File: config.mk
export PLATFORM = sky130hd
export DESIGN_NAME = acf_burst_tx_flat
export DESIGN_NICKNAME = d
export VERILOG_FILES = /design/src/rtl/acf_pkg.sv /design/src/rtl/acf_burst_tx_if.sv /design/src/rtl/acf_word_serializer.sv /design/src/rtl/acf_burst_tx.sv /design/src/flat_wrapper.sv
export SDC_FILE = /design/constraint.sdc
export NUM_CORES = 1
export LEC_CHECK = 0
export BUFFER_PORTS_ARGS = -buffer_cell sky130_fd_sc_hd__buf_2
export CORE_MARGIN = 10
export CORE_UTILIZATION = 49
export CTS_CLUSTER_DIAMETER = 50
export DETAILED_ROUTE_END_ITERATION = 7
export GPL_TIMING_DRIVEN = 0
export HOLD_SLACK_MARGIN = 0.03
export PLACE_DENSITY_LB_ADDON = 0.2
export SLEW_MARGIN = 40
export SYNTH_ARGS = -nofsm -noshare
export SYNTH_HDL_FRONTEND = slang
export SYNTH_SLANG_ARGS = --single-unit
File: constraint.sdc
create_clock -name clk -period 1.4 [get_ports clk]
set_input_delay 0.07 -clock clk [delete_from_list [all_inputs] [get_ports clk]]
set_output_delay 0.07 -clock clk [all_outputs]
set_load 0.02 [all_outputs]
File: src/rtl/acf_pkg.sv
// rtl/acf_pkg.sv - shared types and constants for the ACF burst transmitter
package acf_pkg;

  typedef enum logic [3:0] {
    IDLE, LOAD_HDR, SEND, ACK, DRAIN, FETCH, WAIT_RD, NEXT_BYTE, LOAD_FTR, DONE
  } tx_state_t;

  // Which kind of byte is in flight, so DRAIN knows where to go next
  typedef enum logic [1:0] {SRC_HDR, SRC_DATA, SRC_FTR} src_t;

  localparam logic [7:0] ACF_HEADER = 8'hA5;
  localparam logic [7:0] ACF_FOOTER = 8'h5A;

  function automatic int bytes_per_word(input int word_size, input int data_size);
    return word_size / data_size;
  endfunction

endpackage

File: src/rtl/acf_burst_tx_if.sv
// rtl/acf_burst_tx_if.sv - result FIFO read port and UART TX handshake bundle
interface acf_burst_tx_if #(
  parameter int WORD_SIZE = 32,
  parameter int DATA_SIZE = 8
);
  logic [WORD_SIZE-1:0] fifo_dout;
  logic                 fifo_empty;
  logic                 fifo_rd_en;
  logic [DATA_SIZE-1:0] tx_data;
  logic                 tx_start;
  logic                 tx_busy;

  modport master (
    input  fifo_dout, fifo_empty, tx_busy,
    output fifo_rd_en, tx_data, tx_start
  );

  modport slave (
    output fifo_dout, fifo_empty, tx_busy,
    input  fifo_rd_en, tx_data, tx_start
  );
endinterface

File: src/rtl/acf_word_serializer.sv
// rtl/acf_word_serializer.sv - word shift register emitting bytes MSB first
module acf_word_serializer
  import acf_pkg::*;
#(
  parameter int WORD_SIZE = 32,
  parameter int DATA_SIZE = 8
) (
  input  logic                 clk,
  input  logic                 rst,
  input  logic                 load,
  input  logic                 shift,
  input  logic [WORD_SIZE-1:0] word,
  output logic [DATA_SIZE-1:0] top_byte,
  output logic                 last_byte
);
  localparam int BPW = bytes_per_word(WORD_SIZE, DATA_SIZE);
  localparam int BCW = $clog2(BPW + 1);

  logic [WORD_SIZE-1:0] shreg;
  logic [BCW-1:0]       byte_cnt;

  always_ff @(posedge clk) begin
    if (rst) begin
      shreg    <= '0;
      byte_cnt <= '0;
    end else if (load) begin
      shreg    <= word;
      byte_cnt <= '0;
    end else if (shift) begin
      shreg    <= shreg << DATA_SIZE;
      byte_cnt <= byte_cnt + BCW'(1);
    end
  end

  assign top_byte  = shreg[WORD_SIZE-1 -: DATA_SIZE];
  // True once every byte of the loaded word has been handed out
  assign last_byte = (byte_cnt == BCW'(BPW));

endmodule

File: src/rtl/acf_burst_tx.sv
// rtl/acf_burst_tx.sv - frames one burst of FIFO words as header, MSB-first bytes, footer over UART
module acf_burst_tx
  import acf_pkg::*;
#(
  parameter int                   WORD_SIZE = 32,
  parameter int                   DATA_SIZE = 8,
  parameter int                   BURST_LEN = 16,
  parameter logic [DATA_SIZE-1:0] HEADER    = ACF_HEADER,
  parameter logic [DATA_SIZE-1:0] FOOTER    = ACF_FOOTER
) (
  input  logic           clk,
  input  logic           rst,
  input  logic           initTx,
  acf_burst_tx_if.master bus,
  output logic           busy,
  output logic           burstDone,
  output logic           underrun
);
  localparam int WCW = $clog2(BURST_LEN + 1);

  tx_state_t            state, state_nxt;
  src_t                 src, src_nxt;
  logic [WCW-1:0]       word_cnt, word_cnt_nxt;
  logic                 rd_wait, rd_wait_nxt;
  logic                 rd_en, rd_en_nxt;
  logic                 tx_start, tx_start_nxt;
  logic [DATA_SIZE-1:0] tx_data, tx_data_nxt;
  logic                 busy_nxt, done_nxt, underrun_nxt;
  logic                 ser_load, ser_shift, last_byte;
  logic [WORD_SIZE-1:0] ser_word;
  logic [DATA_SIZE-1:0] top_byte;

  acf_word_serializer #(.WORD_SIZE(WORD_SIZE), .DATA_SIZE(DATA_SIZE)) u_ser (
    .clk(clk), .rst(rst), .load(ser_load), .shift(ser_shift),
    .word(ser_word), .top_byte(top_byte), .last_byte(last_byte)
  );

  always_ff @(posedge clk) begin
    if (rst) begin
      state     <= IDLE;
      src       <= SRC_HDR;
      word_cnt  <= '0;
      rd_wait   <= 1'b0;
      rd_en     <= 1'b0;
      tx_start  <= 1'b0;
      tx_data   <= '0;
      busy      <= 1'b0;
      burstDone <= 1'b0;
      underrun  <= 1'b0;
    end else begin
      state     <= state_nxt;
      src       <= src_nxt;
      word_cnt  <= word_cnt_nxt;
      rd_wait   <= rd_wait_nxt;
      rd_en     <= rd_en_nxt;
      tx_start  <= tx_start_nxt;
      tx_data   <= tx_data_nxt;
      busy      <= busy_nxt;
      burstDone <= done_nxt;
      underrun  <= underrun_nxt;
    end
  end

  always_comb begin
    state_nxt    = state;
    src_nxt      = src;
    word_cnt_nxt = word_cnt;
    rd_wait_nxt  = 1'b0;
    rd_en_nxt    = 1'b0;
    tx_start_nxt = 1'b0;
    tx_data_nxt  = tx_data;
    busy_nxt     = busy;
    done_nxt     = 1'b0;
    underrun_nxt = underrun;
    ser_load     = 1'b0;
    ser_shift    = 1'b0;
    ser_word     = '0;
    unique case (state)
      IDLE: if (initTx) begin
        state_nxt    = LOAD_HDR;
        busy_nxt     = 1'b1;
        underrun_nxt = 1'b0;
        word_cnt_nxt = '0;
      end
      LOAD_HDR: begin
        tx_data_nxt = HEADER;
        src_nxt     = SRC_HDR;
        state_nxt   = SEND;
      end
      SEND: if (!bus.tx_busy) begin
        tx_start_nxt = 1'b1;
        state_nxt    = ACK;
      end
      ACK: if (bus.tx_busy) state_nxt = DRAIN;
      DRAIN: if (!bus.tx_busy) begin
        case (src)
          SRC_HDR:  state_nxt = FETCH;
          SRC_DATA: begin
            if (!last_byte)                   state_nxt = NEXT_BYTE;
            else if (word_cnt != WCW'(BURST_LEN)) state_nxt = FETCH;
            else                              state_nxt = LOAD_FTR;
          end
          default:  state_nxt = DONE;
        endcase
      end
      FETCH: begin
        word_cnt_nxt = word_cnt + WCW'(1);
        src_nxt      = SRC_DATA;
        if (!bus.fifo_empty) begin
          rd_en_nxt = 1'b1;
          state_nxt = WAIT_RD;
        end else begin
          // Missing words go out as zeros so the burst length never changes
          ser_load     = 1'b1;
          underrun_nxt = 1'b1;
          state_nxt    = NEXT_BYTE;
        end
      end
      // The registered strobe reaches the FIFO one cycle late, so data lands a cycle after that
      WAIT_RD: begin
        if (rd_wait) begin
          ser_word  = bus.fifo_dout;
          ser_load  = 1'b1;
          state_nxt = NEXT_BYTE;
        end else begin
          rd_wait_nxt = 1'b1;
        end
      end
      NEXT_BYTE: begin
        tx_data_nxt = top_byte;
        ser_shift   = 1'b1;
        state_nxt   = SEND;
      end
      LOAD_FTR: begin
        tx_data_nxt = FOOTER;
        src_nxt     = SRC_FTR;
        state_nxt   = SEND;
      end
      DONE: begin
        done_nxt  = 1'b1;
        busy_nxt  = 1'b0;
        state_nxt = IDLE;
      end
      default: state_nxt = IDLE;
    endcase
  end

  assign bus.fifo_rd_en = rd_en;
  assign bus.tx_start   = tx_start;
  assign bus.tx_data    = tx_data;

endmodule

File: src/flat_wrapper.sv
// flat-port wrapper written by rule: the top's interface ports become plain ports
module acf_burst_tx_flat import acf_pkg::*;
#(
  parameter int                   WORD_SIZE = 32,
  parameter int                   DATA_SIZE = 8,
  parameter int                   BURST_LEN = 16,
  parameter logic [DATA_SIZE-1:0] HEADER    = ACF_HEADER,
  parameter logic [DATA_SIZE-1:0] FOOTER    = ACF_FOOTER
)
  (clk, rst, initTx, busy, burstDone, underrun, bus_fifo_dout, bus_fifo_empty, bus_tx_busy, bus_fifo_rd_en, bus_tx_data, bus_tx_start);
  acf_burst_tx_if #(.WORD_SIZE(WORD_SIZE), .DATA_SIZE(DATA_SIZE)) bus_i ();
  input  logic clk;
  input  logic rst;
  input  logic initTx;
  output logic busy;
  output logic burstDone;
  output logic underrun;
  input wire logic [$bits(bus_i.fifo_dout)-1:0] bus_fifo_dout;
  input wire logic [$bits(bus_i.fifo_empty)-1:0] bus_fifo_empty;
  input wire logic [$bits(bus_i.tx_busy)-1:0] bus_tx_busy;
  output wire logic [$bits(bus_i.fifo_rd_en)-1:0] bus_fifo_rd_en;
  output wire logic [$bits(bus_i.tx_data)-1:0] bus_tx_data;
  output wire logic [$bits(bus_i.tx_start)-1:0] bus_tx_start;
  assign bus_i.fifo_dout = bus_fifo_dout;
  assign bus_i.fifo_empty = bus_fifo_empty;
  assign bus_i.tx_busy = bus_tx_busy;
  assign bus_fifo_rd_en = bus_i.fifo_rd_en;
  assign bus_tx_data = bus_i.tx_data;
  assign bus_tx_start = bus_i.tx_start;
  acf_burst_tx #(.WORD_SIZE(WORD_SIZE), .DATA_SIZE(DATA_SIZE), .BURST_LEN(BURST_LEN), .HEADER(HEADER), .FOOTER(FOOTER)) u_core (.clk(clk), .rst(rst), .initTx(initTx), .bus(bus_i), .busy(busy), .burstDone(burstDone), .underrun(underrun));
endmodule
# [Yosys cells after proc, flatten, opt, wreduce, memory -nomap -nowiden]
# Cells that the tools add are included.
# Widths: inputs -> output; s select.
[word_totals] inputBits=37 reg_bits=60 out_inout_bits=13 wordCells=82
[op_classes] add_sub_neg=2 muxes=31 n_eq_ne=18 reduce_logical=16 n_bitwise=3
[ops] cell="$mux 32" count=4
[ops] cell="$mux 4" count=7
[ops] cell="$pmux 4 s7" count=1
[ops] cell="$pmux 8 s3" count=1
[ops] cell="$eq 4x3->1 const B" count=4
[ops] cell="$mux 1" count=11
[ops] cell="$ne 2x2->1 const B" count=5
[ops] cell="$pmux 5 s2" count=1
[ops] cell="$eq 4x2->1 const B" count=2
[ops] cell="$eq 4x4->1 const B" count=2
[ops] cell="$pmux 4 s2" count=1
[ops] cell="$reduce_or 2->1" count=4
[ops] cell="$pmux 1 s2" count=3
[ops] cell="$pmux 2 s3" count=1
[ops] cell="$reduce_bool 2->1" count=3
[ops] cell="$reduce_bool 3->1" count=2
[ops] cell="$add 5x1->5 const B" count=1
[ops] cell="$mux 5" count=1
[ops] cell="$ne 5x5->1 const B" count=1
[ops] cell="$reduce_and 5->1" count=1
[ops] cell="$eq 4x1->1 const B" count=1
[ops] cell="$logic_not 4->1" count=1
[ops] cell="$reduce_and 2->1" count=2
[ops] cell="$add 3x1->3 const B" count=1
[ops] cell="other kinds (7)" count=9

# [Depth between registers and ports, before layout]
[depth] depth_word=6 depth_mapped=7 mapped_depth_nobuf=7

# [Hierarchy]
# Synthesis repeated with hierarchy kept, for this count alone.
[unflattened] hier_cells=350 area_unflattened_um2=3171.8
[modules_own_cells] module="acf_word_serializer" seq_area_each_um2=700.7 cells_per_inst=166 instances=1 area_per_inst_um2=1645.3
[modules_own_cells] module="acf_burst_tx" seq_area_each_um2=500.5 cells_per_inst=184 instances=1 area_per_inst_um2=1526.5

# [Worst setup path before layout]
# Ideal clock, no wire load.
[synth_timing] path_kind="reg-to-reg" start="reg u_core.state[1]" end="reg u_core.u_ser.shreg[10]" path_buffers=2 arrival_time_ns=1.254 stages_incl_launch_ff=8 synth_period_minus_slack_ns=1.386 setup_slack_ns=0.014 cell_sequence="dfxtp_1 > buf_6 > nand3b_1 > nand2_1 > nand2_2 > buf_2 > a221oi_1 > nor3_1"
[synth_via] elab_chain_cells=3 word_cells_on_any_way=8 cone_classes="eq/ne: 3; mux: 4; reduce/logical: 1"
[synth_rtl] item="start: declaration" line="acf_burst_tx.sv:21" source="tx_state_t state, state_nxt;"
[synth_rtl] item="start signal: assignment" line="acf_burst_tx.sv:51" source="state <= state_nxt;"
[synth_rtl] item="$eq 4x3->1" line="acf_burst_tx.sv:78" source="unique case (state)"
[synth_rtl] item="$pmux 1 s2, or another cell as far along" line="acf_burst_tx.sv:78"
[synth_rtl] item="$mux 32 or $reduce_bool 2->1 (tied branches)"
[synth_rtl] item="end signal: assignment" line="acf_word_serializer.sv:27" source="shreg <= word;"
[synth_rtl] item="end signal: assignment" line="acf_word_serializer.sv:30" source="shreg <= shreg << DATA_SIZE;"
[synth_rtl] item="end: declaration" line="acf_word_serializer.sv:19" source="logic [WORD_SIZE-1:0] shreg;"
# Parallel ways exist; a longest one is shown, timed or not.
# A chain may end at the register's enable or synchronous reset.

# [Worst setup path after layout]
[layout_timing] start="reg u_core.state[1]" end="reg u_core.u_ser.shreg[20]"
# Same word-level chain as after synthesis.

==> flow_summary.json <==
{
  "antenna_cells": 0,
  "ys_seq_area_share_pct": 44.9,
  "syn_nets": 348,
  "critical_path_arrival_ps": 1900,
  "fillers": 332,
  "synth_seq_cells": 60,
  "drive_gt1_share_pct": 43.2,
  "period_needed_ps": 1700,
  "p_int_mw": 3.82,
  "dp_cells": 425,
  "slew_viol_final": 0,
  "numCtsBuffers": 9,
  "combPwrFrac_pct": 39.6,
  "hp-class": "input pin to register",
  "power_mw": 6.02,
  "dr.pass1.iters": 5,
  "final_common_cell": "dfxtp_1",
  "viasPerCell": 6.11,
  "tightestPinTransition_ps": 606,
  "seq_area_mm2": 0.00121,
  "cts.clk_slew.worst_paths_ps": 70,
  "core-area_mm2": 0.00520,
  "postSynth.asyncResetShare_pct": 0,
  "drt-initial-drc-count": 267,
  "gr-total-overflow": 0,
  "gp_congestion": 0.904,
  "die_x_um": 93.9,
  "portBuffers": 48,
  "instances_no_fill": 473,
  "placed_area_mm2": 0.00300,
  "final-setup-viol-count": 42,
  "rows": 26,
  "finClkSkew_ps": 6.69,
  "mostFrequentLayoutCells": "52 x dfxtp_1, 51 x buf_2, 40 x nor2_1",
  "drt.antenna.violating_nets": 0,
  "synth_top_area_cell": "dfxtp_1",
  "synthCells": 307,
  "status": "finished with violations",
  "power_density_mw_per_mm2": 1480,
  "fin_nets": 439,
  "io_pins": 50,
  "grt_pass1_wl_um": 13400,
  "setup-tns-final_ps": -6290,
  "antenna_found_initial": 0,
  "grt_max_degree": 12,
  "detail_route.wl_per_cell_um": 20.1,
  "dieHeight_um": 93.9,
  "clockPowerShare_pct": 26.6,
  "crit_required_ps": 1600,
  "first_global_vias": 2709,
  "grt_use_total_pct": 19.1,
  "synth_top_flop_cell": "dfxtp_1",
  "synth.top_cells.by_area": "dfxtp_1 45%, a221oi_1 7.9%, nor3_1 6.6%, nor2_1 6.3%, a22oi_1 3.7%",
  "violations": "negative setup slack",
  "drc": 0,
  "fin_hold_ws_ps": 17.7,
  "wirelength_um": 9490,
  "stdcell_area_mm2": 0.00405,
  "synth_top_area_share_pct": 44.9,
  "clock_latency_ps": 350,
  "h-tree-depth": 3,
  "postLayoutCoreUtil_pct": 77.9,
  "rsz0062_at_grt": "yes",
  "synth_edf_count": 0,
  "start_util_pct": 51.3,
  "cts_buffer_depth": 2,
  "crit_fanout": 5,
  "multiInputGateArea_mm2": 0.00174,
  "dp_hpwl_um": 5130,
  "p_switching_mw": 2.20,
  "hold_viol": 0,
  "fmax_ghz": 0.588,
  "power.leakage_nw": 1.61,
  "cts.sinks": 60,
  "syn_to_final_growth_pct": 51.7,
  "relSlewSlack_pct": 59.6,
  "irDropWorstVdd_v": 0.00107,
  "p_seq_share_pct": 33.8,
  "cp-start-kind": "register",
  "syn-cell-area_mm2": 0.00267,
  "tritoncts": "done",
  "die-area_mm2": 0.00881,
  "root_buffer": "clkbuf_8",
  "crit_type": "register to register",
  "maxCapViolations": 0,
  "p_sw_share_pct": 36.6,
  "setup_slack_ps": -299,
  "yosys_warnings": 0,
  "cp-end-kind": "register",
  "ys_types": 43,
  "finalCritPeriodShare_pct": 121,
  "vias": 2889,
  "syn_area_per_cell_um2": 8.71,
  "dpl_worst_slack_ps": -236
}
-- critical path: stages (launching register included) --
cell,delay (ps)
dfxtp_2,340
buf_6,130
nand3b_1,220
nand2_2,140
nand2_4,120
clkbuf_16,200
a221oi_2,310
nor3_1,100
-- layout make-up --
cell class | count | area share, %
clock inverters | 6 | 1.57
repair buffers | 80 | 13.7
multi-input cells | 217 | 43.0
inverters | 4 | 0.370
flip-flops and latches | 60 | 29.9
well taps | 70 | 2.16
clock buffers | 10 | 3.40
plain buffers | 26 | 5.96
-- layer usage --
layer  global-route usage, %  vias up  routed length (µm)
met5                       0        -                   0
met4                    8.61        0                 332
met3                    5.04       37                 807
met2                    30.1      158                4630
met1                    23.7     1378                3720
li1                        -     1316                   -
-- Yosys cell counts, types with 5 or more instances --
library cell,number
nor4_1,5
buf_4,5
nand2b_1,7
buf_2,12
a221oi_1,24
clkbuf_1,5
a21oi_1,18
nand2_1,15
dfxtp_1,60
nor3_1,35
o21ai_0,6
nor2_1,45
a22oi_1,13
-- flip-flops by register name, summed over array words and instances (netlist names) --
register               flops
u_core.rd_wait             1
u_core.bus.tx_start        1
u_core.u_ser.byte_cnt      3
u_core.bus.fifo_rd_en      1
u_core.burstDone           1
u_core.state               4
u_core.bus.tx_data         8
u_core.underrun            1
u_core.busy                1
u_core.word_cnt            5
u_core.src                 2
u_core.u_ser.shreg        32
-- logic make-up (layout without fill, tap and decap cells) --
| kind of cell | after synthesis | in the layout | share of synthesized area [%] |
|---|---|---|---|
| fa+ha+maj | 4 | 4 | 1.87 |
| compound gates | 74 | 74 | 19.8 |
| buf+inv | 30 | 126 | 6.32 |
| xor+xnor | 6 | 6 | 1.97 |
| mux | 2 | 2 | 0.796 |
| simple gates | 131 | 131 | 24.3 |
| flops | 60 | 60 | 44.9 |
-- worst paths after layout --
check                      endpoint  cells past startpoint              startpoint  slack [ps]
min          u_core.u_ser.shreg[28]                      3       bus_fifo_dout[28]          20
max reg2reg  u_core.u_ser.shreg[20]                      7         u_core.state[1]        -300
max          u_core.u_ser.shreg[20]                      7         u_core.state[1]        -300
min reg2reg   u_core.bus.tx_data[2]                      2  u_core.u_ser.shreg[26]         470
-- timing repair --
| item | 4_1_cts | 5_1_grt |
|---|---|---|
| endpoints found under the setup margin | 46 | 53 |
| pin swaps | 26 | 38 |
| hold endpoints to repair | 15 | 0 |
| gates cloned | 2 | 3 |
| gates resized for setup | 76 | 41 |
| hold buffers | 15 | 0 |
| setup buffers | 8 | 4 |
-- power groups by stage --
stage	sequential [mW]	combinational [mW]	clock, mW
3_3_place_gp	2.01	1.55	0
6_report	2.04	2.38	1.60
5_1_grt	2.04	2.52	1.69
3_5_place_dp	2.01	1.57	0
2_1_floorplan	2.06	1.14	0
4_1_cts	2.00	2.00	1.60
(Power assumes the default switching activity.)
